==> src/rtl/serv_arb_pkg.sv <==
// Shared types and constants for the SERV two-master Wishbone arbiter.
//   arb_state_t : arbiter FSM state (IDLE, GNT_I, GNT_D)
//   WB_SEL_ALL  : full-word byte enable driven for instruction fetches
package serv_arb_pkg;

  typedef enum logic [1:0] {
    IDLE  = 2'd0,
    GNT_I = 2'd1,
    GNT_D = 2'd2
  } arb_state_t;

  localparam logic [3:0] WB_SEL_ALL = 4'hF;

endpackage

==> src/rtl/serv_arb_watchdog.sv <==
// Transaction watchdog for serv_bus_arbiter.
// Counts granted cycles without a slave ack; o_hit fires for one cycle when
// the count reaches TIMEOUT, and o_timeout latches until reset.
//   clk        : clock
//   i_rst_n    : synchronous active-low reset
//   i_granted  : arbiter is in a grant state
//   i_wb_ack   : slave ack
//   o_hit      : watchdog expiry this cycle
//   o_timeout  : sticky expiry flag
module serv_arb_watchdog
  import serv_arb_pkg::*;
#(
  parameter int unsigned TIMEOUT = 15
) (
  input  logic clk,
  input  logic i_rst_n,
  input  logic i_granted,
  input  logic i_wb_ack,
  output logic o_hit,
  output logic o_timeout
);

  localparam int unsigned CW = $clog2(TIMEOUT + 1);

  logic [CW-1:0] cnt;

  assign o_hit = i_granted && (cnt == CW'(TIMEOUT));

  always_ff @(posedge clk) begin
    if (!i_rst_n) begin
      cnt       <= '0;
      o_timeout <= 1'b0;
    end else begin
      // Expiry ends the grant, so restart from zero rather than wrapping.
      if (!i_granted || o_hit)
        cnt <= '0;
      else if (!i_wb_ack)
        cnt <= cnt + 1'b1;
      if (o_hit)
        o_timeout <= 1'b1;
    end
  end

endmodule

==> src/rtl/serv_bus_arbiter.sv <==
// Two-master (SERV ibus/dbus) to one-slave Wishbone-classic arbiter.
// Grant is held from request to ack; round-robin on contention.
// Optional watchdog enabled by defining SERV_ARB_TIMEOUT_EN.
// Ports:
//   clk, i_rst_n             : clock, synchronous active-low reset
//   i_ibus_* / o_ibus_*      : instruction bus (read-only master)
//   i_dbus_* / o_dbus_*      : data bus (read/write master)
//   o_wb_* / i_wb_*          : shared slave port
//   o_timeout                : sticky watchdog flag (SERV_ARB_TIMEOUT_EN only)
module serv_bus_arbiter
  import serv_arb_pkg::*;
#(
  parameter int unsigned TIMEOUT = 15
) (
  input  logic        clk,
  input  logic        i_rst_n,
  input  logic [31:0] i_ibus_adr,
  input  logic        i_ibus_cyc,
  output logic [31:0] o_ibus_rdt,
  output logic        o_ibus_ack,
  input  logic [31:0] i_dbus_adr,
  input  logic [31:0] i_dbus_dat,
  input  logic [3:0]  i_dbus_sel,
  input  logic        i_dbus_we,
  input  logic        i_dbus_cyc,
  output logic [31:0] o_dbus_rdt,
  output logic        o_dbus_ack,
  output logic [31:0] o_wb_adr,
  output logic [31:0] o_wb_dat,
  output logic [3:0]  o_wb_sel,
  output logic        o_wb_we,
  output logic        o_wb_cyc,
  input  logic [31:0] i_wb_rdt,
  input  logic        i_wb_ack
`ifdef SERV_ARB_TIMEOUT_EN
  ,
  output logic        o_timeout
`endif
);

  if (TIMEOUT < 1 || TIMEOUT > 255) begin : g_bad_timeout
    $error("serv_bus_arbiter: TIMEOUT must be in 1..255");
  end

  arb_state_t state, state_nxt;
  logic       last_d, last_d_nxt;
  logic       wd_hit;

`ifdef SERV_ARB_TIMEOUT_EN
  serv_arb_watchdog #(
    .TIMEOUT(TIMEOUT)
  ) u_watchdog (
    .clk      (clk),
    .i_rst_n  (i_rst_n),
    .i_granted(state != IDLE),
    .i_wb_ack (i_wb_ack),
    .o_hit    (wd_hit),
    .o_timeout(o_timeout)
  );
`else
  assign wd_hit = 1'b0;
`endif

  always_ff @(posedge clk) begin
    if (!i_rst_n) begin
      state  <= IDLE;
      last_d <= 1'b0;
    end else begin
      state  <= state_nxt;
      last_d <= last_d_nxt;
    end
  end

  always_comb begin
    state_nxt  = state;
    last_d_nxt = last_d;
    case (state)
      IDLE: begin
        if (i_dbus_cyc && (!i_ibus_cyc || !last_d)) begin
          state_nxt  = GNT_D;
          last_d_nxt = 1'b1;
        end else if (i_ibus_cyc) begin
          state_nxt  = GNT_I;
          last_d_nxt = 1'b0;
        end
      end
      // Dropping cyc, a slave ack or watchdog expiry all end the grant.
      GNT_I: if (!i_ibus_cyc || i_wb_ack || wd_hit) state_nxt = IDLE;
      GNT_D: if (!i_dbus_cyc || i_wb_ack || wd_hit) state_nxt = IDLE;
      default: state_nxt = IDLE;
    endcase
  end

  always_comb begin
    o_wb_adr   = '0;
    o_wb_dat   = '0;
    o_wb_sel   = '0;
    o_wb_we    = 1'b0;
    o_wb_cyc   = 1'b0;
    o_ibus_ack = 1'b0;
    o_dbus_ack = 1'b0;
    case (state)
      GNT_I: begin
        o_wb_adr   = i_ibus_adr;
        o_wb_sel   = WB_SEL_ALL;
        o_wb_cyc   = i_ibus_cyc && !wd_hit;
        o_ibus_ack = i_ibus_cyc && (i_wb_ack || wd_hit);
      end
      GNT_D: begin
        o_wb_adr   = i_dbus_adr;
        o_wb_dat   = i_dbus_dat;
        o_wb_sel   = i_dbus_sel;
        o_wb_we    = i_dbus_we;
        o_wb_cyc   = i_dbus_cyc && !wd_hit;
        o_dbus_ack = i_dbus_cyc && (i_wb_ack || wd_hit);
      end
      default: ;
    endcase
    // State only clears on the reset edge, so mask handshakes while reset is held.
    if (!i_rst_n) begin
      o_wb_cyc   = 1'b0;
      o_ibus_ack = 1'b0;
      o_dbus_ack = 1'b0;
    end
  end

  assign o_ibus_rdt = (wd_hit && state == GNT_I) ? '0 : i_wb_rdt;
  assign o_dbus_rdt = (wd_hit && state == GNT_D) ? '0 : i_wb_rdt;

endmodule

==> config.mk <==
export PLATFORM = sky130hd
export DESIGN_NAME = serv_bus_arbiter
export DESIGN_NICKNAME = d
export VERILOG_FILES = /design/src/rtl/serv_arb_pkg.sv /design/src/rtl/serv_arb_watchdog.sv /design/src/rtl/serv_bus_arbiter.sv
export SDC_FILE = /design/constraint.sdc
export NUM_CORES = 1
export LEC_CHECK = 0
export CORE_AREA = 2 2 105 107
export DETAILED_ROUTE_END_ITERATION = 10
export DIE_AREA = 0 0 107 109
export SYNTH_ARGS = -nofsm -noshare
export SYNTH_HDL_FRONTEND = slang
export SYNTH_SLANG_ARGS = --single-unit
==> constraint.sdc <==
create_clock -name clk -period 4 [get_ports clk]
set_input_delay 1.2 -clock clk [delete_from_list [all_inputs] [get_ports clk]]
set_output_delay 1.2 -clock clk [all_outputs]
set_load 0.005 [all_outputs]
# --- Word level (Yosys, flattened, before mapping) ---
# Index checks and enable logic that the tools add are counted.
op_classes:
  reduce_logical: 13
  n_mux: 17
  n_eq_ne: 5
op_table:
  columns: ["op", "n"]
  rows:
  - ["$pmux W32 S2", 1]
  - ["$mux W32", 1]
  - ["$mux W1", 8]
  - ["$mux W2", 4]
  - ["$pmux W4 S2", 1]
  - ["$pmux W2 S3", 1]
  - ["$ne A2 B2 Y1 const B", 2]
  - ["$logic_and A1 B1 Y1", 3]
  - ["$logic_not A1 Y1", 3]
  - ["$logic_or A1 B1 Y1", 3]
  - ["$ne A3 B3 Y1 const B", 1]
  - ["$reduce_and A3 Y1", 1]
  - ["$eq A2 B1 Y1 const B", 1]
  - ["$eq A2 B2 Y1 const B", 1]
  - ["$logic_not A2 Y1", 1]
  - ["$pmux W1 S2", 1]
  - ["$reduce_and A2 Y1", 1]
  - ["$reduce_bool A2 Y1", 1]
word_totals:
  output_inout_bits: 136
  register_bits: 3
  wordCells: 37

# --- Logic depth before layout (Yosys ltp) ---
logic_depth:
  word_depth: 5
  mapped_depth: 6
  depth_no_buf: 5

# --- Worst setup path after synthesis ---
# OpenSTA, ideal clock, no wires.
synth_timing:
  path_type: "input-to-output"
  start: "input i_ibus_cyc"
  end: "output o_wb_cyc"
  path_buffers: 0
  path_stages: 2
  t_arrival_ns: 1.471
  slack_ns: 1.329
  path_cell_list: "a22oi_4 > nor2_1"
synth_between:
  elab_chain_cells: 2
synth_lines:
  columns: ["item", "line_no", "text"]
  rows:
  - ["from (decl)", "serv_bus_arbiter.sv:18", "input logic i_ibus_cyc,"]
  - ["$pmux W1 S2", "serv_bus_arbiter.sv:102", "case (state)"]
  - ["$mux W1", "serv_bus_arbiter.sv:120", "if (!i_rst_n) begin"]
  - ["to (decl)", "serv_bus_arbiter.sv:32", "output logic o_wb_cyc,"]
# Every way passes these cells.

# --- Final worst setup path ---
layout_timing:
  start: "input i_ibus_cyc"
  end: "output o_ibus_ack"
layout_between:
  elab_chain_cells: 3
layout_lines:
  columns: ["item", "line_no", "text"]
  rows:
  - ["$logic_and A1 B1 Y1", "serv_bus_arbiter.sv:107", "o_ibus_ack = i_ibus_cyc && (i_wb_ack || wd_hit);"]
  - ["$mux W1", "serv_bus_arbiter.sv:102", null]
  - ["$mux W1", "serv_bus_arbiter.sv:120", null]
  - ["to (decl)", "serv_bus_arbiter.sv:20", "output logic o_ibus_ack,"]
# Every way passes these cells.

==> flow_summary.ini <==
[timing]
tns_ns = 0
hold_violations = 0
fin_crit_sh_pct = 94.7
setup_viol = 0
clock.fmax_ghz = 0.264
min_period_ns = 3.79
final_max_slew_viol_count = 0
fin_worst_skew_ns = 0.00139
worstMarginPinSlew_ns = 0.414
rsz0062_at_grt = false
max_slew_margin_pct = 72.4

[route]
drc = 0
postRouteAntennaNets = 0
num_vias = 1796
routed_wl_mm = 6.49
drt_iter0_markers = 80
vias_per_cell = 3.96
wl_per_cell_um = 14.3
first_pass_iters = 4

[worst_setup_path]
slowest_delay_ns = 0.63
critical_path_buf_inv_count = 2
cpMostUsedCell = clkdlybuf4s50_1
worstRegToRegCells = 6
critPathSlowestCell = clkdlybuf4s50_1
cp_data_required_time_ns = 2.80
path_depth = 3
crit_family = buffers and inverters
cp.arrival_ns = 2.59
start_kind = input pin
path_max_fanout = 6
worst-setup-path-type = in -> out
crit_chain = clkdlybuf4s50_1, and4_2, clkdlybuf4s50_1
end_kind = output port

[floorplan]
pin_count = 274
dieHeight_um = 109
coreArea_um2 = 10600
rows = 38
die_w_um = 107
initial_core_util_pct = 14.1
dieArea_um2 = 11700

[synth]
yosysMostFrequentCell = buf_4
yosys_warnings = 0
async_reset_ff_share_pct = 0
ys.flop_type = dfxtp_1
yosys.area.top_type = buf_4
yosys-top-cells-count = 65 x buf_4, 36 x nor2b_1, 33 x and2_1
ys_ff_latch = 3
ys_seq_area_share_pct = 4.01
synth_edf_count = 0
avgSynthCellArea_um2 = 7.20
synthCells = 208
synth_top_cell_area_share_pct = 32.6
syn-cell-area_um2 = 1500
yosys-top-cells-area = buf_4 33%, a22oi_1 16%, nor2b_1 15%
synth_fp_nets = 349
synth_cell_types = 22

[pwr]
cellPowerDensity_nw_per_um2 = 154
p_int_uw = 312
power_leakage_uw = 0.000985
seq_power_share_pct = 7.9
comb_power_share_pct = 72.2
peakVddDrop_v = 0.0000826
power_switching_uw = 143
swShare_pct = 31.4
clkPwrFrac_pct = 20.0

[hold_path]
hold_path_class = reg -> reg
hold_depth = 1

[clock_network]
cts_resized = 0
post_cts_buffers = 0
cts.sinks = 3
cts_tree = built
clock_tree.htree_level_count = 1
clk-insertion-delay-late_ns = 0.22
hold_buffers = 0
root_buffer = clkbuf_8
cts_buffer_depth = 2
clkTransAtPathRegs_ns = 0.03
cts_buffers = 3

[placed_design]
dp_hpwl_mm = 5.40
place.gp.congestion = 0.755
portBuffers = 177

[finish]
utilization_pct = 27.9
drive_above_1_share_pct = 4.46
antenna_cells = 0
synthToLayoutAreaGrowth_pct = 97.8
layout.nets = 456

[global_routing]
grt_max_degree = 37
grtUsageTotal_pct = 9.91
grt_pass1_vias = 1795
grt-ovfl-total = 0
grt_first_pass_wirelength_mm = 9.18
antenna_found_initial = 0

[flow_run]
max_cap_viol_count = 0

[run_status]
status = finished clean
layer usage:
metal | part of all wire, % | vias up | wire (um) | track usage (%)
li1 | - | 847 | - | -
met1 | 36 | 800 | 2330 | 10.8
met2 | 51 | 115 | 3290 | 18.2
met3 | 9.6 | 34 | 621 | 2.09
met4 | 3.8 | 0 | 248 | 4.92
met5 | 0 | - | 0 | 0
stage by stage:
stage / worst slack [ns] / hold slack [ns] / power [uW] / area (um^2) / std cells
2_1_floorplan: 1.33 / 0.448 / 217 / 1500 / 208
3_3_place_gp: 0.238 / 0.476 / 365 / 2920 / 450
3_5_place_dp: 0.197 / 0.484 / 368 / 2920 / 450
4_1_cts: 0.197 / 0.486 / 463 / 2960 / 454
5_1_grt: 0.159 / 0.491 / 486 / 2960 / 454
6_report: 0.210 / 0.487 / 455 / 2960 / 454
path summary, 6_finish.rpt:
path / startpoint / endpoint / slack (ns)
worst max-delay path: i_ibus_cyc / o_ibus_ack / 0.21
worst min-delay path: last_d / last_d / 0.49
worst max register to register: state[0] / state[1] / 2.43
worst min register to register: last_d / last_d / 0.49
power by group through the flow:
stage	sequential [uW]	clock (uW)	combinational [uW]
after CTS	35.7	93.4	334
after floorplan	35.5	0	181
after detailed placement	36.1	0	332
after global routing	35.9	92.8	357
final	35.8	91.0	328
after global placement	35.9	0	329
kinds of logic (layout without fill, tap and decap cells):
| family | after synthesis | in the layout | share of synthesized area (%) |
|---|---|---|---|
| buffers and inverters | 82 | 188 | 38.1 |
| adders and majority gates | 3 | 3 | 2.51 |
| AOI/OAI and AO/OA | 44 | 44 | 24.1 |
| DFF | 3 | 3 | 4.01 |
| and+or+nand+nor | 76 | 76 | 31.3 |
cells in the final DEF, fill, tap and decap left out:
master	n
clkdlybuf4s50_1	177
nor2b_1	36
and2_1	33
a22oi_1	32
a21oi_1	5
buf_4	4
inv_1	3
nand2_1	3
clkbuf_8	3
dfxtp_1	3
nor2_1	2
ha_1	2
a22oi_4	1
and4_1	1
and4_2	1
a311oi_1	1
a2bb2oi_2	1
a21bo_2	1
o221ai_2	1
o32ai_1	1
o32ai_2	1
ha_2	1
clkbuf_1	1
flip-flops by register name (all words and copies together) (netlist names):
name and count:
state 2, last_d 1
cell type report:
class / instances / area [um^2]
fill: 1130 / 7640
timing repair buffer: 181 / 1800
multi-input combinational: 123 / 870
tap: 140 / 175
sequential: 3 / 60.1
clock buffer: 4 / 45.0
inverter: 3 / 11.3
Power figures use the tool's default switching activity.
